$ cat src/rtl/score_sequencer.sv
// Turns HIT/MISS judgement pulses into one-per-cycle UP pulses for the score counter chain, with a combo multiplier (enabled by COMBO_MULT_EN).
// UP follows a HIT by one cycle and is decoded from registered state; SCORE_MAX suppresses UP in the same cycle and latches SAT.
module score_sequencer #(
   parameter int PEND_W   = 4,
   parameter int MAX_MULT = 4
) (
   input  logic       CLOCK,
   input  logic       RESET,
   input  logic       ENABLE,
   input  logic       HIT,
   input  logic       MISS,
   input  logic       SCORE_MAX,
   output logic       UP,
   output logic [2:0] MULT,
   output logic [1:0] STREAK,
   output logic       BUSY,
   output logic       SAT
);

   typedef enum logic [1:0] {IDLE, RUN, DRAIN, SATD} state_t;

   localparam int SUM_W = PEND_W + 4;
   localparam logic [SUM_W-1:0] PEND_MAX = SUM_W'((1 << PEND_W) - 1);
`ifdef COMBO_MULT_EN
   localparam logic [2:0] MULT_CAP = 3'(MAX_MULT);
`endif

   state_t            state;
   logic [PEND_W-1:0] pend;
   logic [2:0]        mult;
   logic [1:0]        streak;
   logic              sat;

   logic              hit_ok;
   logic              miss_ok;
   logic [SUM_W-1:0]  sum;
   logic [PEND_W-1:0] pend_next;
   logic [2:0]        mult_next;
   logic [1:0]        streak_next;

   // MISS dominates a coincident HIT; judgements only count while actively running.
   assign hit_ok  = (state == RUN) && ENABLE && HIT && !MISS;
   assign miss_ok = (state == RUN) && ENABLE && MISS;

   assign UP     = ((state == RUN) || (state == DRAIN)) && (pend != '0) && !SCORE_MAX;
   assign BUSY   = (pend != '0);
   assign MULT   = mult;
   assign STREAK = streak;
   assign SAT    = sat;

   // UP only fires when pend >= 1, so the subtraction never underflows.
   always_comb begin
      sum       = SUM_W'(pend) + (hit_ok ? SUM_W'(mult) : '0) - SUM_W'(UP);
      pend_next = (sum > PEND_MAX) ? PEND_MAX[PEND_W-1:0] : sum[PEND_W-1:0];
   end

   always_comb begin
      mult_next   = mult;
      streak_next = streak;
      if (miss_ok) begin
         mult_next   = 3'd1;
         streak_next = 2'd0;
      end else if (hit_ok) begin
         if (streak != 2'd3) begin
            streak_next = streak + 2'd1;
         end else begin
            streak_next = 2'd0;
`ifdef COMBO_MULT_EN
            if (mult < MULT_CAP) mult_next = mult + 3'd1;
`endif
         end
      end
   end

   always_ff @(posedge CLOCK) begin
      if (RESET) begin
         state  <= IDLE;
         pend   <= '0;
         mult   <= 3'd1;
         streak <= 2'd0;
         sat    <= 1'b0;
      end else if ((state != IDLE) && SCORE_MAX) begin
         state <= SATD;
         pend  <= '0;
         sat   <= 1'b1;
      end else begin
         mult   <= mult_next;
         streak <= streak_next;
         case (state)
            IDLE: begin
               if (ENABLE) state <= RUN;
            end
            RUN: begin
               pend <= pend_next;
               if (!ENABLE) state <= (pend != '0) ? DRAIN : IDLE;
            end
            DRAIN: begin
               pend <= pend_next;
               if (ENABLE)          state <= RUN;
               else if (pend == '0) state <= IDLE;
            end
            SATD: begin
               pend <= '0;
               sat  <= 1'b1;
            end
            default: state <= IDLE;
         endcase
      end
   end

endmodule

$ cat config.mk
export PLATFORM = sky130hd
export DESIGN_NAME = score_sequencer
export DESIGN_NICKNAME = d
export VERILOG_FILES = /design/src/rtl/score_sequencer.sv
export SDC_FILE = /design/constraint.sdc
export NUM_CORES = 1
export LEC_CHECK = 0
export BUFFER_PORTS_ARGS = -buffer_cell sky130_fd_sc_hd__buf_2
export CAP_MARGIN = 30
export CORE_AREA = 5 5 45 47
export CTS_BUF_LIST = sky130_fd_sc_hd__clkbuf_8
export DETAILED_ROUTE_END_ITERATION = 12
export DIE_AREA = 0 0 50 52
export PLACE_DENSITY = 0.7
export SLEW_MARGIN = 20
export SYNTH_ARGS = -nofsm -noshare
export SYNTH_HDL_FRONTEND = slang
export SYNTH_SLANG_ARGS = --single-unit
$ cat constraint.sdc
create_clock -name CLOCK -period 3.7 [get_ports CLOCK]
set_input_delay 0.74 -clock CLOCK [delete_from_list [all_inputs] [get_ports CLOCK]]
set_output_delay 0.74 -clock CLOCK [all_outputs]
set_load 0.03 [all_outputs]
==> results of run 1 <==
==> cell type report <==
cell class,count,share of cell area
repair buffers,10,0.0596
clock inverters,1,0.00447
clock buffers,3,0.0492
flip-flops and latches,9,0.215
multi-input cells,61,0.602
inverters,10,0.0447
well taps,17,0.0253
==> critical path: stages (launching register included) <==
cell and delay [ns]:
dfxtp_1 0.29, inv_1 0.14, ha_1 0.17, or3b_4 0.41, nand2_1 0.08, nor2_1 0.04
ha_1 0.26, inv_1 0.04, ha_1 0.19, fa_1 0.40, nand3b_1 0.12, a31oi_1 0.09
a211o_1 0.29, o311a_1 0.34
==> per-layer routing <==
layer	vias up	share of wire	global-route usage
li1	306	-	-
met1	276	0.52	0.156
met2	9	0.43	0.167
met3	2	0.041	0.0258
met4	0	0.0050	0.0655
met5	-	0	0
==> per-stage QoR <==
| step | util | power (W) | setup WS, ns | hold slack [ns] | std cells |
|---|---|---|---|---|---|
| floorplan | - | 0.000513 | 0.569 | 0.490 | 84 |
| global placement | 0.492 | 0.000589 | 0.760 | 0.473 | 107 |
| detailed placement | 0.492 | 0.000606 | 0.733 | 0.481 | 107 |
| CTS | 0.520 | 0.000723 | 0.717 | 0.489 | 111 |
| global route | 0.520 | 0.000784 | 0.540 | 0.525 | 111 |
| finish | 0.520 | 0.000717 | 0.719 | 0.487 | 111 |
==> cells in the final DEF (no fill, tap or decap), drive strengths merged <==
cell,n
nor2,4
buf,10
clkbuf,3
o2bb2ai,1
or3b,1
nand2,4
conb,3
nand3,2
o21ai,1
nand2b,5
fa,1
o2111a,1
xor2,2
a31oi,2
inv,11
o311a,4
a21o,1
nand4,1
dfxtp,9
a21oi,5
nor2b,2
nand4b,1
a211o,1
ha,13
mux2i,2
and4,1
nand3b,1
a211oi,1
a311oi,1
==> kinds of logic after synthesis <==
family,count (synthesis),synth area share
muxes,2,0.0268
DFF,9,0.242
adders and majority gates,14,0.245
and+or+nand+nor,22,0.169
buffers and inverters,14,0.0856
AOI/OAI and AO/OA,18,0.198
xor gates and xnor gates,2,0.0235
other,2,0.0101
==> sequential cells by signal (all words and copies together), names as in the netlist <==
register	flops
pend	4
STREAK	2
SAT	1
state	2
==> report_power, final <==
group          total (W)  leakage (nW)  internal [W]  switching [W]
combinational   0.000460         0.296      0.000190       0.000270
clock           0.000108        0.0269     0.0000720      0.0000360
sequential      0.000149        0.0741      0.000127      0.0000216
==> final timing paths <==
| kind | from | end |
|---|---|---|
| max | pend[3] | pend[3] |
| min | STREAK[1] | STREAK[1] |
| max reg2reg | pend[3] | pend[3] |
| min reg2reg | STREAK[1] | STREAK[1] |
==> flow_summary_export.csv, run 1 <==
group,metric,value,unit
synth,ys_ff_latch,9,
min_path,min-delay-path-class,"flop to flop",
synth,synth_top_area_frac,0.242,
run_status,status,"finished clean",
pwr,powerDensity,854,mW/mm²
final_layout,drive_above_1_share,0.160,
global_routing,gr-total-overflow,0,
detailed_routing,ant_nets,0,
global_routing,grt_max_degree,10,
clock_tree,cts_buffer_depth,2,
clock_tree,clkSinkCount,9,
critical_path,rrSetupSlack,0.72,ns
clock_tree,cts_tree,"built",
sta,setup_viol_count_final,0,
critical_path,crit_path_start_kind,"flop",
critical_path,r2r_cells,13,
sta,finalCritPeriodShare,0.806,
global_routing,grt_pass1_wl,2.33,mm
sta,fmax,335,MHz
sta,min_period,2.98,ns
critical_path,cp_data_required_time,3.81,ns
synth,synth-async-reset-ratio,0,
clock_tree,clkTransAtPathRegs,0.04,ns
global_routing,antenna_found_initial,0,
clock_tree,cts_buffers,3,
synth,synthTopCellsByArea,"dfxtp_1 (24%), ha_1 (22%), o311a_1 (5.4%)",
detailed_routing,drt_pass1_iterations,4,
synth,yosysMostFrequentCell,"ha_1",
clock_tree,cts_root_buf,"clkbuf_8",
final_layout,nFillCells,155,
floorplanning,die_h,52,µm
critical_path,cp.arrival,3.10,ns
synth,yosys.area.top_type,"dfxtp_1",
floorplanning,ios,14,
sta,hold_violations,0,
final_layout,antenna_cells,0,
floorplanning,die_w,50,µm
synth,synth_cells,83,
clock_tree,cts_setup_buffers,0,
placed_design,io_buffers,10,
synth,synthDistinctLibCells,29,
sta,rsz0062_at_grt,"false",
pwr,total_leakage_power,0.397,nW
placed_design,placed_cell_area,795,µm²
critical_path,crit_type,"flop to flop",
floorplanning,start_util,0.462,
synth,syn-cell-area,746,µm²
floorplanning,core,0.00161,mm²
detailed_routing,vias,593,
clock_tree,cts.repair.resized,0,
pwr,ir_drop,0.000405,V
critical_path,crit_fanout,6,
sta,final.setup.tns,0,ns
floorplanning,die_area,0.00260,mm²
critical_path,cp-end-kind,"flop",
clock_tree,clk_latency,0.23,ns
final_layout,fin_nets,115,
clock_tree,cts_htree_levels,1,
sta,drv_slew,0,
clock_tree,hold_buffers,0,
detailed_routing,vias_per_cell,5.34,
global_routing,grt_pass1_vias,543,
detailed_routing,routed_wl,1.39,mm
synth,yosysWarnings,0,
detailed_routing,drc,0,
final_layout,seq_area,180,µm²
synth,synth-seq-area-share,0.242,
placed_design,dp_hpwl,1.08,mm
final_layout,final_cell_area,840,µm²
sta,fin_skew,0.00168,ns
detailed_routing,drt_iter0_markers,4,
detailed_routing,wl_per_cell,12.5,µm
job,cap_violations,0,
placed_design,gp_congestion,0.758,
synth,avgSynthCellArea,8.98,µm²
synth,synth_edf_count,0,
global_routing,grt_use_total,0.116,
synth,ys.flop_type,"dfxtp_1",
synth,yosys-top-cells-count,"ha_1 (13), inv_1 (10), dfxtp_1 (9), a21oi_1 (5), nand2b_1 (5)",
floorplanning,rows,15,
final_layout,syn2layout_area_growth,12.6,%
min_path,hold_depth,2,
final_layout,multi_input_comb_area,505,µm²
Power figures use the tool's default switching activity.
==> run 2, diff against run 1 <==
clock period = 3.08 ns   (was 3.7 ns; I/O delays follow)
==> flow_summary_export.csv, run 2 (same netlist as run 1, synthesis figures left out) <==
group,metric,value,unit
run_status,status,"finished clean",
sta,rsz0062_at_grt,"false",
sta,final.setup.tns,0,ns
clock_tree,cts_setup_buffers,0,
final_layout,largest_register,"pend",
clock_tree,clkSinkCount,9,
final_layout,antenna_cells,0,
critical_path,crit_path_start_kind,"flop",
sta,whs,0.489,ns
detailed_routing,routed_wl,1.31,mm
placed_design,gp_congestion,0.794,
pwr,ir_drop,0.000404,V
critical_path,cp-end-kind,"flop",
sta,setup_viol_count_final,0,
detailed_routing,drt_pass1_iterations,4,
detailed_routing,drc,0,
pwr,total_leakage_power,0.396,nW
sta,fin_skew,0.00475,ns
critical_path,reg2reg_from,"pend[2]",
floorplanning,die_h,52,µm
final_layout,final_cells,111,
detailed_routing,ant_nets,0,
critical_path,r2r-end,"pend[3]",
floorplanning,rows,15,
clock_tree,cts_tree,"built",
global_routing,gr-total-overflow,0,
critical_path,cp_data_required_time,3.19,ns
critical_path,rrSetupSlack,0.19,ns
final_layout,drive_above_1_share,0.202,
job,cap_violations,0,
global_routing,antenna_found_initial,0,
final_layout,largest_register_ffs,4,
clock_tree,cts_buffers,3,
clock_tree,hold_buffers,0,
placed_design,dp_hpwl,1.05,mm
detailed_routing,vias_per_cell,5.25,
sta,drv_slew,0,
placed_design,placed_cells,107,
clock_tree,cts_htree_levels,1,
clock_tree,clk_latency,0.23,ns
sta,fmax,346,MHz
floorplanning,die_w,50,µm
final_layout,final_common_cell,"ha_1",
detailed_routing,wl_per_cell,11.8,µm
clock_tree,cts_root_buf,"clkbuf_8",
detailed_routing,drt_iter0_markers,9,
critical_path,cp.arrival,3.01,ns
final_layout,syn2layout_area_growth,13.3,%
global_routing,grt_use_total,0.108,
global_routing,grt_max_degree,10,
sta,finalCritPeriodShare,0.940,
clock_tree,clkTransAtPathRegs,0.04,ns
critical_path,critPathLaunch,"pend[2]",
global_routing,grt_pass1_vias,467,
clock_tree,cts_buffer_depth,2,
final_layout,fin_nets,115,
critical_path,crit_fanout,4,
critical_path,crit_type,"flop to flop",
sta,hold_violations,0,
clock_tree,cts.repair.resized,0,
sta,min_period,2.89,ns
floorplanning,ios,14,
critical_path,crit_path_end,"pend[3]",
placed_design,io_buffers,10,
floorplanning,start_util,0.462,
global_routing,grt_pass1_wl,2.07,mm
pwr,powerDensity,1020,mW/mm²
detailed_routing,vias,583,
floorplanning,core,0.00161,mm²
final_layout,layout_common_cells,"ha_1 (13), buf_2 (10), dfxtp_1 (9), inv_1 (9)",
min_path,min-delay-path-class,"flop to flop",
critical_path,r2r_cells,13,
floorplanning,die_area,0.00260,mm²
-- run 2: cell count changes in the layout (fill, tap and decap cells not counted) --
| cell | change |
|---|---|
| inv_1 | -2 |
| inv_2 | +2 |
| fa_1 | -1 |
| fa_2 | +1 |
| nor2_1 | -1 |
| nor2_2 | +1 |
-- run 2: where the power goes --
group / total, W / switching (W) / internal [W]
Sequential: 0.000181 / 0.0000276 / 0.000153
Clock: 0.000132 / 0.0000458 / 0.0000867
Combinational: 0.000550 / 0.000320 / 0.000230
Total: 0.000863 / 0.000393 / 0.000470
-- run 2: worst max-delay path, cell delays in order, from the launching register on --
cell and delay, ns:
dfxtp_1 0.32, inv_2 0.08, ha_1 0.13, or3b_4 0.41, nand2_1 0.10, nor2_2 0.04, ha_1 0.26, inv_1 0.03
ha_1 0.19, fa_2 0.36, nand3b_1 0.11, a31oi_1 0.09, a211o_1 0.29, o311a_1 0.35
-- run 2: area by class of cell --
cell class	instances	area [µm²]
well taps	17	21.3
clock inverters	1	3.75
flip-flops and latches	9	180
repair buffers	10	50.0
inverters	10	37.5
clock buffers	3	41.3
multi-input cells	61	510
fillers	160	769
-- run 2: worst min path at each step --
| stage | startpoint | to | slack [ns] | cells past startpoint |
|---|---|---|---|---|
| floorplan | state[1] | state[1] | 0.49 | 2 |
| global placement | STREAK[1] | STREAK[1] | 0.47 | 2 |
| detailed placement | STREAK[1] | STREAK[1] | 0.48 | 2 |
| CTS | STREAK[1] | STREAK[1] | 0.49 | 2 |
| global route | STREAK[1] | STREAK[1] | 0.53 | 2 |
| finish | STREAK[1] | STREAK[1] | 0.49 | 2 |
-- run 2: through the flow --
stage	setup slack, ns	total power (W)	utilization	instance area (µm²)
2_1_floorplan	0.122	0.000618	-	752
3_3_place_gp	0.117	0.000713	0.494	797
3_5_place_dp	0.0872	0.000723	0.494	797
4_1_cts	0.0771	0.000863	0.522	842
5_1_grt	0.0421	0.000940	0.523	845
6_report	0.186	0.000863	0.523	845
-- run 2: routing by layer --
metal	part of all wire	vias up	GRT usage
li1	-	308	-
met1	0.52	259	0.160
met2	0.39	13	0.123
met3	0.062	3	0.0344
met4	0.024	0	0.0786
met5	0	-	0
